[config.mk]
export PLATFORM = sky130hd
export DESIGN_NAME = alu_entry_ctrl
export DESIGN_NICKNAME = d
export VERILOG_FILES = /design/src/rtl/alu_pkg.sv /design/src/rtl/hex_shift_reg.sv /design/src/rtl/alu_entry_ctrl.sv
export SDC_FILE = /design/constraint.sdc
export NUM_CORES = 1
export LEC_CHECK = 0
export CORE_MARGIN = 5
export CORE_UTILIZATION = 48
export CTS_CLUSTER_SIZE = 24
export DETAILED_ROUTE_END_ITERATION = 12
export PLACE_DENSITY = 0.8
export SLEW_MARGIN = 20
export SYNTH_ARGS = -nofsm -noshare
export SYNTH_HDL_FRONTEND = slang
export SYNTH_SLANG_ARGS = --single-unit
[constraint.sdc]
create_clock -name clk -period 2.5 [get_ports clk]
set_clock_uncertainty 0.05 [all_clocks]
set_input_delay 0.25 -clock clk [delete_from_list [all_inputs] [get_ports clk]]
set_output_delay 0.25 -clock clk [all_outputs]
set_load 0.01 [all_outputs]
[src/rtl/alu_pkg.sv]
// Shared definitions for the keypad-driven ALU experiment: controller state
// codes and the opcode map understood by the ALU datapath.
package alu_pkg;

   typedef enum logic [2:0] {
      ST_ENTER_A  = 3'd0,
      ST_ENTER_B  = 3'd1,
      ST_ENTER_OP = 3'd2,
      ST_EXEC     = 3'd3,
      ST_SHOW     = 3'd4
   } state_t;

   localparam logic [3:0] OP_ADD    = 4'h0;
   localparam logic [3:0] OP_SUB    = 4'h1;
   localparam logic [3:0] OP_AND    = 4'h2;
   localparam logic [3:0] OP_OR     = 4'h3;
   localparam logic [3:0] OP_XOR    = 4'h4;
   localparam logic [3:0] OP_NOT    = 4'h5;
   localparam logic [3:0] OP_SHL    = 4'h6;
   localparam logic [3:0] OP_SHR    = 4'h7;
   localparam logic [3:0] OP_INC    = 4'h8;
   localparam logic [3:0] OP_DEC    = 4'h9;
   localparam logic [3:0] OP_PASS_A = 4'hA;
   localparam logic [3:0] OP_PASS_B = 4'hB;

endpackage

[src/rtl/hex_shift_reg.sv]
// Hex digit entry register: each load shifts one nibble in at the LSB end and
// drops the top nibble. Also exposes the value it will hold after this edge.
module hex_shift_reg
   import alu_pkg::*;
#(
   parameter int WIDTH = 16
) (
   input  logic             clk,
   input  logic             load,
   input  logic             clr,
   input  logic [3:0]       nibble_in,
   output logic [WIDTH-1:0] q,
   output logic [WIDTH-1:0] nxt
);

   logic [WIDTH-1:0] shifted;

   // A single-nibble register simply takes the new digit.
   if (WIDTH > 4) begin : g_wide
      assign shifted = {q[WIDTH-5:0], nibble_in};
   end else begin : g_narrow
      assign shifted = nibble_in;
   end

   always_comb begin
      nxt = q;
      if (clr) begin
         nxt = '0;
      end else if (load) begin
         nxt = shifted;
      end
   end

   always_ff @(posedge clk) begin
      q <= nxt;
   end

endmodule

[src/rtl/alu_entry_ctrl.sv]
// Keypad sequencer for the ALU experiment: collects A, B and opcode, issues a
// single ALU request with timeout, and drives the seven-segment display word.
module alu_entry_ctrl
   import alu_pkg::*;
#(
   parameter int WIDTH   = 16,
   parameter int TIMEOUT = 255
) (
   input  logic             clk,
   input  logic             clr_n,
   input  logic             key_valid,
   input  logic [3:0]       key_code,
   input  logic             enter,
   input  logic             cancel,
   output logic             alu_req,
   input  logic             alu_ack,
   input  logic [WIDTH-1:0] alu_res,
   output logic [WIDTH-1:0] op_a,
   output logic [WIDTH-1:0] op_b,
   output logic [3:0]       alu_op,
   output logic [WIDTH-1:0] result,
   output logic [15:0]      disp,
   output logic [2:0]       state_o,
   output logic             err
);

   localparam logic [15:0] TMO_LAST = 16'(TIMEOUT - 1);

   state_t           state, state_nxt;
   logic [15:0]      cnt, cnt_nxt;
   logic [3:0]       op_nxt;
   logic [WIDTH-1:0] res_nxt, a_nxt, b_nxt;
   logic             err_nxt;
   logic             a_ld, b_ld, f_clr;
   logic [15:0]      disp_nxt;

   function automatic logic [15:0] fit16(input logic [WIDTH-1:0] v);
      logic [31:0] w;
      w = 32'(v);
      return w[15:0];
   endfunction

   hex_shift_reg #(.WIDTH(WIDTH)) u_reg_a (
      .clk       (clk),
      .load      (a_ld),
      .clr       (f_clr | ~clr_n),
      .nibble_in (key_code),
      .q         (op_a),
      .nxt       (a_nxt)
   );

   hex_shift_reg #(.WIDTH(WIDTH)) u_reg_b (
      .clk       (clk),
      .load      (b_ld),
      .clr       (f_clr | ~clr_n),
      .nibble_in (key_code),
      .q         (op_b),
      .nxt       (b_nxt)
   );

   always_comb begin
      state_nxt = state;
      cnt_nxt   = '0;
      op_nxt    = alu_op;
      res_nxt   = result;
      err_nxt   = err;
      a_ld      = 1'b0;
      b_ld      = 1'b0;
      f_clr     = 1'b0;
      if (cancel) begin
         state_nxt = ST_ENTER_A;
         f_clr     = 1'b1;
         op_nxt    = '0;
         res_nxt   = '0;
         err_nxt   = 1'b0;
      end else begin
         case (state)
            ST_ENTER_A: begin
               if (enter)          state_nxt = ST_ENTER_B;
               else if (key_valid) a_ld      = 1'b1;
            end
            ST_ENTER_B: begin
               if (enter)          state_nxt = ST_ENTER_OP;
               else if (key_valid) b_ld      = 1'b1;
            end
            ST_ENTER_OP: begin
               if (enter)          state_nxt = ST_EXEC;
               else if (key_valid) op_nxt    = key_code;
            end
            ST_EXEC: begin
               // An ack arriving on the last allowed cycle still counts.
               if (alu_ack) begin
                  res_nxt   = alu_res;
                  state_nxt = ST_SHOW;
               end else if (cnt == TMO_LAST) begin
                  err_nxt   = 1'b1;
                  state_nxt = ST_SHOW;
               end else begin
                  cnt_nxt   = cnt + 16'd1;
               end
            end
            ST_SHOW: begin
               if (enter) begin
                  state_nxt = ST_ENTER_A;
                  f_clr     = 1'b1;
                  op_nxt    = '0;
                  err_nxt   = 1'b0;
               end
            end
            default: state_nxt = ST_ENTER_A;
         endcase
      end
   end

   // Display follows the values the registers are about to take.
   always_comb begin
      disp_nxt = '0;
      case (state_nxt)
         ST_ENTER_A:  disp_nxt = fit16(a_nxt);
         ST_ENTER_B:  disp_nxt = fit16(b_nxt);
         ST_ENTER_OP: disp_nxt = {12'h000, op_nxt};
         ST_SHOW:     disp_nxt = fit16(res_nxt);
         default:     disp_nxt = '0;
      endcase
   end

   always_ff @(posedge clk) begin
      if (!clr_n) begin
         state  <= ST_ENTER_A;
         cnt    <= '0;
         alu_op <= '0;
         result <= '0;
         err    <= 1'b0;
         disp   <= '0;
      end else begin
         state  <= state_nxt;
         cnt    <= cnt_nxt;
         alu_op <= op_nxt;
         result <= res_nxt;
         err    <= err_nxt;
         disp   <= disp_nxt;
      end
   end

   assign alu_req = (state == ST_EXEC);
   assign state_o = state;

endmodule

==> results_tabular.tex, run 1 <==
\begin{tabular}{lr}
\hline
Metric & Value \\
\hline
\multicolumn{2}{l}{\textbf{Finish}} \\
Share of post-route cells with drive strength above 1 & under 10\% \\
Diodes inserted & 0 \\
NumNets Final & 499 \\
Count of non-filler cells in the finished layout & 575 \\
Layout-stage area growth over the synthesis result & 34.87\% \\
\multicolumn{2}{l}{\textbf{Synth}} \\
Netlist area before placement & 3660 um\^{}2 \\
Yosys warnings & 0 \\
Synthesized net count & 405 \\
Library cells used by synthesis & 44 \\
Flip-flop and latch count after synthesis & 88 \\
Mean instance size in the synthesized netlist & a little under 10 um\^{}2 \\
Sequential cell area fraction in the yosys report & 48.14\% \\
Async set-reset flop share out of synthesis & 0\% \\
Synthesized netlist cell count & around 380 \\
Dominant register cell in the synthesized netlist & sky130\_fd\_sc\_hd\_\_dfxtp\_1 \\
Number of enable flip-flop cells after synthesis & 0 \\
\multicolumn{2}{l}{\textbf{Global routing}} \\
Via count of the first global-routing pass & around 3,100 \\
Number of antenna violations at the first check in global routing & 0 \\
Wire length of the first global-routing pass & about 16 mm \\
Gr ovfl total & 0 \\
Combined global-route utilization of all metal layers & between 20\% and 30\% \\
Largest net degree at the start of global routing & 50 \\
\multicolumn{2}{l}{\textbf{Setup path}} \\
Critical Path Source Type & register \\
Launching point of the worst reg2reg path & cnt[0] \\
Crit path capture type & primary output \\
Worst Path Arrival & 2060 ps \\
Largest driver fanout on the critical path & 10 \\
Type of the setup path with the least slack & register to primary output \\
Required time reported for the critical path endpoint & about 2200 ps \\
Destination of the worst register-to-register timing path & disp[3] \\
Flop-to-flop setup slack & between 200 and 250 ps \\
Number of cells on the worst reg-to-reg path & 7 \\
\multicolumn{2}{l}{\textbf{Clock network}} \\
Later-pin clock latency in the skew report & $\sim$360 ps \\
Clock transition at the registers of the reported paths & around 80 ps \\
Post-cts sizing count & 0 \\
CTS tree & built \\
Number of buffers created by CTS & 9 \\
Hold-fix buffers, CTS & 0 \\
Maximum buffer depth of the clock tree & 2 \\
Number of sinks driven by the clock tree & between 80 and 90 \\
Clk Tree Root Cell & sky130\_fd\_sc\_hd\_\_clkbuf\_8 \\
Total number of H-tree levels & 3 \\
Buffers inserted by post-CTS timing repair & 0 \\
\multicolumn{2}{l}{\textbf{STA}} \\
Setup repair after global routing missed its margin & no \\
Final critical-path share of the clock period & a little over nine tenths \\
Relative slew slack & a little over half \\
Worst slew pin tran & 696.6 ps \\
WHS & $\sim$440 ps \\
Fin crit period & approximately 2400 ps \\
Final number of setup-violating endpoints & 0 \\
Final Hold Violating Endpoints & 0 \\
TNS Setup & 0 ps \\
Achievable frequency & about 420 MHz \\
Final-report max-slew violation count & 0 \\
\multicolumn{2}{l}{\textbf{Min path}} \\
Worst min-delay path endpoint & cnt[0] \\
Count of cells along the worst hold path & 1 \\
Kind of path behind the tightest hold check & register to register \\
Worst min-delay path startpoint & cnt[0] \\
\multicolumn{2}{l}{\textbf{Floorplan}} \\
Initial core utilization & approximately half \\
DIE WIDTH & $\sim$97 um \\
Number of top-level design ports & 99 \\
Die area & 9471 um\^{}2 \\
Core ar. & roughly 7300 um\^{}2 \\
Std-Cell Rows & 31 \\
Overall die height & 97.32 um \\
\multicolumn{2}{l}{\textbf{Pwr}} \\
Ratio of total power to cell area & 547.6 nW/um\^{}2 \\
Max VDD drop & around 280 uV \\
Leakage component of the power & 1.889 nW \\
Total power of the final layout & 2.703 mW \\
\multicolumn{2}{l}{\textbf{Detailed routing}} \\
Drc violations & 0 \\
Drt first pass iters & 5 \\
Routed vias & approximately 3,200 \\
Routed wirelength normalized by instance count & 17.50 um \\
Total wire length & 10.06 mm \\
Vias per inst & about 5.5 \\
1st-iter DRT viols & slightly below 200 \\
Number of nets still failing antenna checks after routing & 0 \\
\multicolumn{2}{l}{\textbf{Placement}} \\
Placed insts & $\sim$560 \\
Hpwl dp & around 7.3 mm \\
Port bufs & 98 \\
Final RePlAce weighted congestion & just over 0.9 \\
\multicolumn{2}{l}{\textbf{Outcome}} \\
Status & complete, no violations \\
\multicolumn{2}{l}{\textbf{Flow run}} \\
\# Max-Cap Violations & 0 \\
\hline
\end{tabular}
==> sequential cells by signal (all words and copies together) (netlist names) <==
register and count:
disp 16, state_o 3, result 16, u_reg_b.q 16, alu_op 4, cnt 16
u_reg_a.q 16, err 1
==> area by class of cell <==
class | instances | area (um^2)
clock buffer | 10 | 137.6
clock inverter | 6 | 102.6
fill | 567 | 2395
inverter | 5 | 18.77
multi-input combinational | 261 | 1738
sequential | 88 | 1762
tap | 99 | 123.9
timing repair buffer | 106 | 1054
==> cells in the final DEF, fill, tap and decap left out, drive strengths merged, types with 6 or more instances in the layout <==
cell type and instances:
clkdlybuf4s50 98, dfxtp 88, nor2 70, mux2i 45, nor3 20, nand2 19, o21a 13, o32ai 12
clkbuf 10, nand3 9, xor2 8, xnor2 8, buf 8, a21oi 7, and3 7, inv 6
==> kinds of logic (layout without fill, tap and decap cells) <==
| logic type | count (synthesis) | in the layout | synth area share (%) |
|---|---|---|---|
| buf+inv | 28 | 127 | 4.376 |
| fa+ha+maj | 2 | 2 | 0.6837 |
| simple gates | 144 | 144 | 19.52 |
| xor+xnor | 16 | 16 | 3.829 |
| mux | 45 | 45 | 12.31 |
| flops | 88 | 88 | 48.14 |
| compound gates | 54 | 54 | 11.14 |
==> power by group <==
group          total [mW]  internal, mW  switching (mW)  leakage (nW)
registers            1.41          1.40         0.00510         0.709
clock network        1.15         0.606           0.543         0.120
logic               0.146        0.0691          0.0767          1.06
==> per-stage QoR <==
stage	utilization (%)	cell area, um^2	setup slack, ps
6_report	67.33	4936	143.1
5_1_grt	67.33	4936	45.45
3_5_place_dp	64.06	4696	99.93
2_1_floorplan	-	3660	602.9
4_1_cts	67.33	4936	142.2
3_3_place_gp	64.06	4696	118.1
==> synthesized netlist by cell type, types with 2 or more instances <==
cell	instances	area (um^2)
sky130_fd_sc_hd__o32ai_1	12	105.1
sky130_fd_sc_hd__clkbuf_1	7	26.28
sky130_fd_sc_hd__nor4b_2	2	30.03
sky130_fd_sc_hd__nand2_1	18	67.56
sky130_fd_sc_hd__buf_2	4	20.02
sky130_fd_sc_hd__o22ai_1	4	25.02
sky130_fd_sc_hd__nand4_1	5	31.28
sky130_fd_sc_hd__and3_1	6	37.54
sky130_fd_sc_hd__xnor2_1	8	70.07
sky130_fd_sc_hd__inv_1	4	15.01
sky130_fd_sc_hd__o31a_1	4	35.03
sky130_fd_sc_hd__buf_1	4	15.01
sky130_fd_sc_hd__o21a_1	13	97.59
sky130_fd_sc_hd__mux2i_1	45	450.4
sky130_fd_sc_hd__nor3b_1	4	30.03
sky130_fd_sc_hd__nand3_1	8	40.04
sky130_fd_sc_hd__a21oi_1	7	35.03
sky130_fd_sc_hd__buf_4	5	37.54
sky130_fd_sc_hd__o21ai_0	3	15.01
sky130_fd_sc_hd__a31oi_1	4	25.02
sky130_fd_sc_hd__a211oi_1	4	30.03
sky130_fd_sc_hd__buf_6	2	22.52
sky130_fd_sc_hd__ha_1	2	25.02
sky130_fd_sc_hd__dfxtp_1	88	1762
sky130_fd_sc_hd__xor2_1	8	70.07
sky130_fd_sc_hd__nor3_1	19	95.09
sky130_fd_sc_hd__nor2_1	70	262.8
==> how the worst max path moves through the flow <==
| stage | startpoint | end | slack (ps) |
|---|---|---|---|
| after floorplan | cnt[0] | disp[7] | 600 |
| after global placement | enter | disp[8] | 120 |
| after detailed placement | enter | disp[8] | 100 |
| after CTS | state_o[1] | alu_req | 140 |
| after global routing | state_o[1] | alu_req | 50 |
| final | state_o[1] | alu_req | 140 |
==> critical path: stages, from the launching register on <==
cell	delay, ps
sky130_fd_sc_hd__dfxtp_1	550
sky130_fd_sc_hd__nor2b_2	310
sky130_fd_sc_hd__nand2_1	150
sky130_fd_sc_hd__inv_2	140
sky130_fd_sc_hd__clkdlybuf4s50_1	560
==> per-layer routing <==
layer  vias up  GRT usage (%)  part of all wire [%]  wire length (um)
li1       1514              -                     -                 -
met1      1511          28.66                    45              4573
met2       129          34.08                    46              4647
met3        15          4.523                   6.8               680
met4         0          7.348                   1.6               159
met5         -              0                     0                 0
Power figures use the tool's default switching activity.
==> run 2, diff against run 1 <==
Settings changed: CTS_CLUSTER_SIZE 24 to 20, PLACE_DENSITY 0.8 to 0.79, SYNTH_HIERARCHICAL set to 1.
==> run 2 against run 1 <==
Die area rose by 0.89%. Non-clock buffer count grew 5. Global-route usage down 1.8 points. Critical path depth grew 3. Synthesized area is 0.99% higher. Clock power shrank 16%. Highest routed layer unchanged.
==> results_tabular.tex, run 2 <==
\begin{tabular}{lr}
\hline
Metric & Value \\
\hline
\multicolumn{2}{l}{\textbf{Detailed routing}} \\
Number of nets still failing antenna checks after routing & 0 (unchanged) \\
Routed wirelength normalized by instance count & 16.12 um (-7.8\%) \\
1st-iter DRT viols & 156 (-20\%) \\
Drt first pass iters & 4 (-1) \\
Vias per inst & 5.259 (-4.6\%) \\
Drc violations & 0 (unchanged) \\
Total wire length & 9.448 mm (-6.1\%) \\
Routed vias & 3,082 (-2.7\%) \\
\multicolumn{2}{l}{\textbf{Finish}} \\
Combined flip-flop and latch cell area & 1762 um\^{}2 (unchanged) \\
Layout-stage area growth over the synthesis result & 34.29\% \\
Share of post-route cells with drive strength above 1 & 10.12\% (+2.6 points) \\
Diodes inserted & 0 (unchanged) \\
Most common cell after layout, fill and taps aside & sky130\_fd\_sc\_hd\_\_clkdlybuf4s50\_1 \\
Layout fillers & 637 (+12\%) \\
Highest-count cells in the layout ignoring fill and taps & sky130\_fd\_sc\_hd\_\_clkdlybuf4s50\_1, sky130\_fd\_sc\_hd\_\_dfxtp\_1, sky130\_fd\_sc\_hd\_\_nor2\_1 \\
NumNets Final & 508 (+1.8\%) \\
Multi-input gate area in the final layout & 1748 um\^{}2 (+0.58\%) \\
Count of non-filler cells in the finished layout & 586 (+1.9\%) \\
\multicolumn{2}{l}{\textbf{Synth}} \\
Synth top area share & 47.66\% (-0.47 points) \\
Synthesized netlist cell count & 382 (+1.3\%) \\
Mean instance size in the synthesized netlist & 9.676 um\^{}2 (-0.33\%) \\
Synth area leaders & sky130\_fd\_sc\_hd\_\_dfxtp\_1, sky130\_fd\_sc\_hd\_\_mux2i\_1, sky130\_fd\_sc\_hd\_\_nor2\_1 \\
Async set-reset flop share out of synthesis & 0\% (unchanged) \\
Flip-flop and latch count after synthesis & 88 (unchanged) \\
Synthesized net count & 410 (+1.2\%) \\
Library cells used by synthesis & 42 (-4.5\%) \\
Post-synth top area cell & sky130\_fd\_sc\_hd\_\_dfxtp\_1 \\
Number of enable flip-flop cells after synthesis & 0 (unchanged) \\
Yosys warnings & 6 (+6) \\
Most frequent cell after synthesis & sky130\_fd\_sc\_hd\_\_dfxtp\_1 \\
Sequential cell area fraction in the yosys report & 47.66\% (-0.47 points) \\
Ranking of synthesized cells by instance count & sky130\_fd\_sc\_hd\_\_dfxtp\_1, sky130\_fd\_sc\_hd\_\_nor2\_1, sky130\_fd\_sc\_hd\_\_mux2i\_1 \\
Dominant register cell in the synthesized netlist & sky130\_fd\_sc\_hd\_\_dfxtp\_1 \\
Netlist area before placement & 3696 um\^{}2 (+0.99\%) \\
\multicolumn{2}{l}{\textbf{Setup path}} \\
Required time reported for the critical path endpoint & 2660 ps (+460 ps) \\
Critical Path Source Type & register \\
Type of the setup path with the least slack & register to register \\
Crit path capture type & register \\
Worst Path Arrival & 2470 ps (+410 ps) \\
Flop-to-flop setup slack & 200 ps (-30 ps) \\
Largest driver fanout on the critical path & 16 (+6) \\
\multicolumn{2}{l}{\textbf{Clock network}} \\
Clock transition at the registers of the reported paths & 80 ps (about the same) \\
Number of sinks driven by the clock tree & 88 (unchanged) \\
Clk Tree Root Cell & sky130\_fd\_sc\_hd\_\_clkbuf\_8 \\
Total number of H-tree levels & 3 (unchanged) \\
CTS tree & built \\
Post-cts sizing count & 0 (unchanged) \\
Later-pin clock latency in the skew report & 360 ps (about the same) \\
Hold-fix buffers, CTS & 0 (unchanged) \\
Number of buffers created by CTS & 9 (unchanged) \\
Buffers inserted by post-CTS timing repair & 0 (unchanged) \\
Maximum buffer depth of the clock tree & 2 (unchanged) \\
\multicolumn{2}{l}{\textbf{Pwr}} \\
Ratio of total power to cell area & 507.5 nW/um\^{}2 (-7.3\%) \\
Share of total power in the clock network & 38.6\% (-3.9 points) \\
Register share of total power & 55.8\% (+3.7 points) \\
Leakage component of the power & 1.754 nW (-7.1\%) \\
Proportion of total power due to net switching & 23.22\% (+0.093 points) \\
Power Internal & 1.934 mW (-6.9\%) \\
Logic pwr share & 5.6\% (+0.2 points) \\
Switching power total & 0.5849 mW (-6.4\%) \\
Max VDD drop & 230.3 uV (-19\%) \\
\multicolumn{2}{l}{\textbf{Floorplan}} \\
Number of top-level design ports & 99 (unchanged) \\
Die area & 9555 um\^{}2 (+0.89\%) \\
Initial core utilization & 48.59\% (-1.3 points) \\
DIE WIDTH & 97.75 um (+0.44\%) \\
Std-Cell Rows & 32 (+3.2\%) \\
Overall die height & 97.75 um (+0.44\%) \\
Core ar. & 7607 um\^{}2 (+3.8\%) \\
\multicolumn{2}{l}{\textbf{STA}} \\
Achievable frequency & 433.9 MHz (+2.3\%) \\
Final-report max-slew violation count & 0 (unchanged) \\
Relative slew slack & 38.95\% (-15 points) \\
Final Hold Violating Endpoints & 0 (unchanged) \\
Final critical-path share of the clock period & 92.18\% (-2.1 points) \\
WHS & 425.5 ps (-12.21 ps) \\
Worst slew pin tran & 913.6 ps (+216.9 ps) \\
Final number of setup-violating endpoints & 0 (unchanged) \\
TNS Setup & 0 ps (unchanged) \\
Setup repair after global routing missed its margin & no \\
Fin crit period & 2304 ps (-52.46 ps) \\
\multicolumn{2}{l}{\textbf{Min path}} \\
Kind of path behind the tightest hold check & register to register \\
\multicolumn{2}{l}{\textbf{Placement}} \\
Hpwl dp & 7.303 mm (-0.20\%) \\
Port bufs & 98 (unchanged) \\
Final RePlAce weighted congestion & 0.8581 (-5.5\%) \\
Placed insts & 571 (+2.1\%) \\
\multicolumn{2}{l}{\textbf{Outcome}} \\
Status & complete, no violations \\
\multicolumn{2}{l}{\textbf{Global routing}} \\
Wire length of the first global-routing pass & 15.12 mm (-7.1\%) \\
Largest net degree at the start of global routing & 34 (-32\%) \\
Via count of the first global-routing pass & 2,975 (-3.8\%) \\
Gr ovfl total & 0 (unchanged) \\
Number of antenna violations at the first check in global routing & 0 (unchanged) \\
Combined global-route utilization of all metal layers & 19.50\% (-1.8 points) \\
\multicolumn{2}{l}{\textbf{Flow run}} \\
\# Max-Cap Violations & 0 (unchanged) \\
\hline
\end{tabular}
## run 2: cell count changes in the layout (fill, tap and decap cells not counted), sizes merged, moves of 4 or more
cell	previous run	this run
o32ai	12	0
nand2	19	13
o31a	4	0
mux2i	45	49
a211oi	4	0
nor2	70	93
and2	0	8
a22oi	0	16
nor3	20	4
buf	8	13
nor3b	5	0
o22ai	4	0
## run 2: power by group through the flow
| stage | Clock [mW] | Sequential [mW] | Combinational, mW |
|---|---|---|---|
| after floorplan | 0 | 1.44 | 0.0677 |
| after global placement | 0 | 1.44 | 0.139 |
| after detailed placement | 0 | 1.44 | 0.140 |
| after CTS | 0.983 | 1.41 | 0.142 |
| after global routing | 1.04 | 1.41 | 0.153 |
| final | 0.971 | 1.41 | 0.142 |
## run 2: metal layers
| layer | vias to the layer above | GRT usage, % | share of wire [%] |
|---|---|---|---|
| met2 | 96 | 32.31 | 49 |
| met1 | 1465 | 25.07 | 43 |
| li1 | 1500 | - | - |
| met5 | - | 0 | 0 |
| met3 | 21 | 3.357 | 5.6 |
| met4 | 0 | 8.413 | 2.7 |
## run 2: per-stage QoR
stage	instance area [um^2]	worst slack (ps)	util (%)	power, mW
finish	4964	195.6	65.25	2.519
detailed placement	4772	192.1	62.73	1.579
global placement	4772	280.4	62.73	1.578
global route	4964	61.96	65.25	2.601
floorplan	3696	422.3	-	1.507
CTS	4964	182.5	65.25	2.531
## run 2: cell families after synthesis
family | share of synthesized area [%]
AO/OA/AOI/OAI | 9.378
AND/OR/NAND/NOR | 20.28
multiplexers | 13.27
adder cells (fa/ha/maj) | 0.6769
buffers and inverters | 5.180
flip-flops | 47.66
XOR/XNOR | 3.554
## run 2: final timing paths
kind / start / to / cells after the start
min reg2reg: cnt[0] / cnt[0] / 1
max: cnt[0] / disp[5] / 7
min: cnt[0] / cnt[0] / 1
max reg2reg: cnt[0] / disp[5] / 7
## run 2: final cells by class
type	count	area share (%)
clock buffer	9	2.496
timing repair buffer	111	22.49
inverter	5	0.3781
clock inverter	6	1.361
sequential	88	35.49
tap	102	2.571
multi-input combinational	265	35.22
## run 2: critical path: stages, from the launching register on
cell,delay [ps]
sky130_fd_sc_hd__dfxtp_1,390
sky130_fd_sc_hd__inv_1,60
sky130_fd_sc_hd__ha_1,190
sky130_fd_sc_hd__nand4b_1,160
sky130_fd_sc_hd__nor4_4,90
sky130_fd_sc_hd__or3_4,360
sky130_fd_sc_hd__o311ai_4,760
sky130_fd_sc_hd__nor2_1,100
==> run 3, diff against run 2 <==
Settings changed: REMOVE_ABC_BUFFERS set to 1, SLEW_MARGIN 20 to unset.
==> run 3 against run 2 <==
Register-to-register slack barely moved. Worst hold slack improved by 31 ps. Sequential share of layout area fell by 0.54 points. Utilization rose by 1.0 points. Via count rose by 1.1%. Global-route usage rose by 0.090 points. Cell count rose by 0.85%. Maximum frequency rose by 0.39%. Combinational power rose by 5%. Clock-buffer cell count did not move. Non-clock buffer count rose by 4. Flip-flop and latch count did not move.
==> results_tabular.tex, run 3 (same netlist as run 2, synthesis figures left out) <==
\begin{tabular}{lr}
\hline
Metric & Value \\
\hline
\multicolumn{2}{l}{\textbf{Flow run}} \\
\# Max-Cap Violations & 0 (unchanged) \\
\multicolumn{2}{l}{\textbf{Setup path}} \\
Required time reported for the critical path endpoint & 2740 ps (+80 ps) \\
Worst Path Arrival & 2540 ps (+70 ps) \\
Startpoint of the worst setup timing path & cnt[13] \\
Largest delay contributor family on the critical path & simple AND/OR/NAND/NOR gates \\
Largest driver fanout on the critical path & 12 (-4) \\
Critical Path Source Type & register \\
Critical path, cell by cell & or4\_4 -> nor4\_4 -> a41oi\_2 -> o21a\_1 -> nor2\_2 \\
Cell type of the slowest stage on the worst timing path & sky130\_fd\_sc\_hd\_\_or4\_4 \\
Type of the setup path with the least slack & register to register \\
Bufs and invs on worst path & 0 (-1) \\
Peak per-stage delay on the critical path & 550 ps (-210 ps) \\
Crit path capture type & register \\
Launching point of the worst reg2reg path & cnt[13] \\
\multicolumn{2}{l}{\textbf{Floorplan}} \\
DIE WIDTH & 97.75 um (unchanged) \\
Initial core utilization & 48.59\% (unchanged) \\
Overall die height & 97.75 um (unchanged) \\
Number of top-level design ports & 99 (unchanged) \\
Core ar. & 7607 um\^{}2 (unchanged) \\
Die area & 9555 um\^{}2 (unchanged) \\
Std-Cell Rows & 32 (unchanged) \\
\multicolumn{2}{l}{\textbf{Detailed routing}} \\
Routed wirelength normalized by instance count & 15.97 um (-0.97\%) \\
Total wire length & 9.436 mm (-0.13\%) \\
Number of nets still failing antenna checks after routing & 0 (unchanged) \\
Drt first pass iters & 4 (unchanged) \\
Drc violations & 0 (unchanged) \\
1st-iter DRT viols & 109 (-30\%) \\
Vias per inst & 5.274 (+0.28\%) \\
Routed vias & 3,117 (+1.1\%) \\
\multicolumn{2}{l}{\textbf{Clock network}} \\
Clock transition at the registers of the reported paths & 90 ps (about the same) \\
Total number of H-tree levels & 3 (unchanged) \\
Clk Tree Root Cell & sky130\_fd\_sc\_hd\_\_clkbuf\_8 \\
Maximum buffer depth of the clock tree & 2 (unchanged) \\
CTS tree & built \\
Later-pin clock latency in the skew report & 350 ps (about the same) \\
Number of sinks driven by the clock tree & 88 (unchanged) \\
Number of buffers created by CTS & 9 (unchanged) \\
Post-cts sizing count & 0 (unchanged) \\
\multicolumn{2}{l}{\textbf{STA}} \\
Final number of setup-violating endpoints & 0 (unchanged) \\
Final critical-path share of the clock period & 91.82\% (-0.36 points) \\
Fin crit period & 2295 ps (-8.996 ps) \\
Worst Slack Setup Final & 204.6 ps (+8.996 ps) \\
Relative slew slack & 48.66\% (+9.7 points) \\
Worst slew pin tran & 770.1 ps (-143.4 ps) \\
Final Hold Violating Endpoints & 0 (unchanged) \\
Achievable frequency & 435.6 MHz (+0.39\%) \\
Setup repair after global routing missed its margin & no \\
Final-report max-slew violation count & 0 (unchanged) \\
\multicolumn{2}{l}{\textbf{Global routing}} \\
Via count of the first global-routing pass & 3,114 (+4.7\%) \\
Wire length of the first global-routing pass & 15.36 mm (+1.6\%) \\
Combined global-route utilization of all metal layers & 19.59\% (+0.090 points) \\
Number of antenna violations at the first check in global routing & 0 (unchanged) \\
Gr ovfl total & 0 (unchanged) \\
Largest net degree at the start of global routing & 34 (unchanged) \\
\multicolumn{2}{l}{\textbf{Placement}} \\
Placement Setup Slack & 108.6 ps (-83.51 ps) \\
Final RePlAce weighted congestion & 0.8892 (+3.6\%) \\
Cell area after placement & 4762 um\^{}2 (-0.21\%) \\
Port bufs & 98 (unchanged) \\
Hpwl dp & 6.963 mm (-4.7\%) \\
\multicolumn{2}{l}{\textbf{Pwr}} \\
Leakage component of the power & 1.803 nW (+2.8\%) \\
Ratio of total power to cell area & 546.7 nW/um\^{}2 (+7.7\%) \\
Max VDD drop & 374.8 uV (+63\%) \\
\multicolumn{2}{l}{\textbf{Finish}} \\
Summed area of non-filler cells in the final layout & 5040 um\^{}2 (+1.5\%) \\
Most common cell after layout, fill and taps aside & sky130\_fd\_sc\_hd\_\_clkdlybuf4s50\_1 \\
Share of post-route cells with drive strength above 1 & 11.04\% (+0.92 points) \\
Diodes inserted & 0 (unchanged) \\
Layout-stage area growth over the synthesis result & 36.36\% \\
NumNets Final & 512 (+0.79\%) \\
Highest-count cells in the layout ignoring fill and taps & sky130\_fd\_sc\_hd\_\_clkdlybuf4s50\_1, sky130\_fd\_sc\_hd\_\_dfxtp\_1, sky130\_fd\_sc\_hd\_\_nor2\_1 \\
\multicolumn{2}{l}{\textbf{Min path}} \\
Kind of path behind the tightest hold check & register to register \\
Worst min-delay path startpoint & cnt[0] \\
\multicolumn{2}{l}{\textbf{Outcome}} \\
Status & complete, no violations \\
\hline
\end{tabular}
[run 3: cell count changes in the layout (fill, tap and decap cells not counted)]
| cell | previous run | this run |
|---|---|---|
| sky130_fd_sc_hd__bufinv_16 | 1 | 3 |
| sky130_fd_sc_hd__buf_4 | 10 | 15 |
| sky130_fd_sc_hd__inv_8 | 0 | 1 |
| sky130_fd_sc_hd__clkinvlp_4 | 2 | 1 |
| sky130_fd_sc_hd__clkinv_2 | 1 | 0 |
| sky130_fd_sc_hd__buf_12 | 3 | 2 |
[run 3: report_power, final]
part | switching (mW) | internal (mW) | total (mW)
logic | 0.0760 | 0.0726 | 0.149
registers | 0.00188 | 1.40 | 1.40
clock network | 0.524 | 0.678 | 1.20
[run 3: area by class of cell]
cell class                      instances  area, um^2
Fill cell                             620        2567
Sequential cell                        88        1762
Tap cell                              102       127.6
Timing Repair Buffer                  115        1134
Inverter                                5       18.77
Multi-Input combinational cell        265        1748
Clock buffer                            9       123.9
Clock inverter                          7       126.4
[run 3: final timing paths]
check,to,slack (ps),cells past startpoint
max,disp[4],200,5
min,cnt[0],460,1
max reg2reg,disp[4],200,5
min reg2reg,cnt[0],460,1
[run 3: repair_timing]
item,in CTS,in global routing
setup buffers,0,2
setup endpoints to repair,0,2
hold buffers,0,0
[run 3: per-layer routing]
| layer | up-vias | track usage, % | wire (um) |
|---|---|---|---|
| met3 | 19 | 5.357 | 483 |
| met2 | 89 | 35.16 | 4805 |
| met1 | 1490 | 22.84 | 3951 |
| met4 | 0 | 5.644 | 195 |
| li1 | 1519 | - | - |
| met5 | - | 0 | 0 |
[run 3: through the flow]
stage	TNS [ps]	utilization (%)	cells	power [mW]	hold WS (ps)
after floorplan	-2189	-	358	1.490	321.7
after global placement	0	62.60	573	1.579	408.9
after detailed placement	0	62.60	573	1.580	437.0
after CTS	0	65.89	589	2.765	462.4
after global routing	0	66.25	591	2.854	480.6
final	0	66.25	591	2.755	456.4
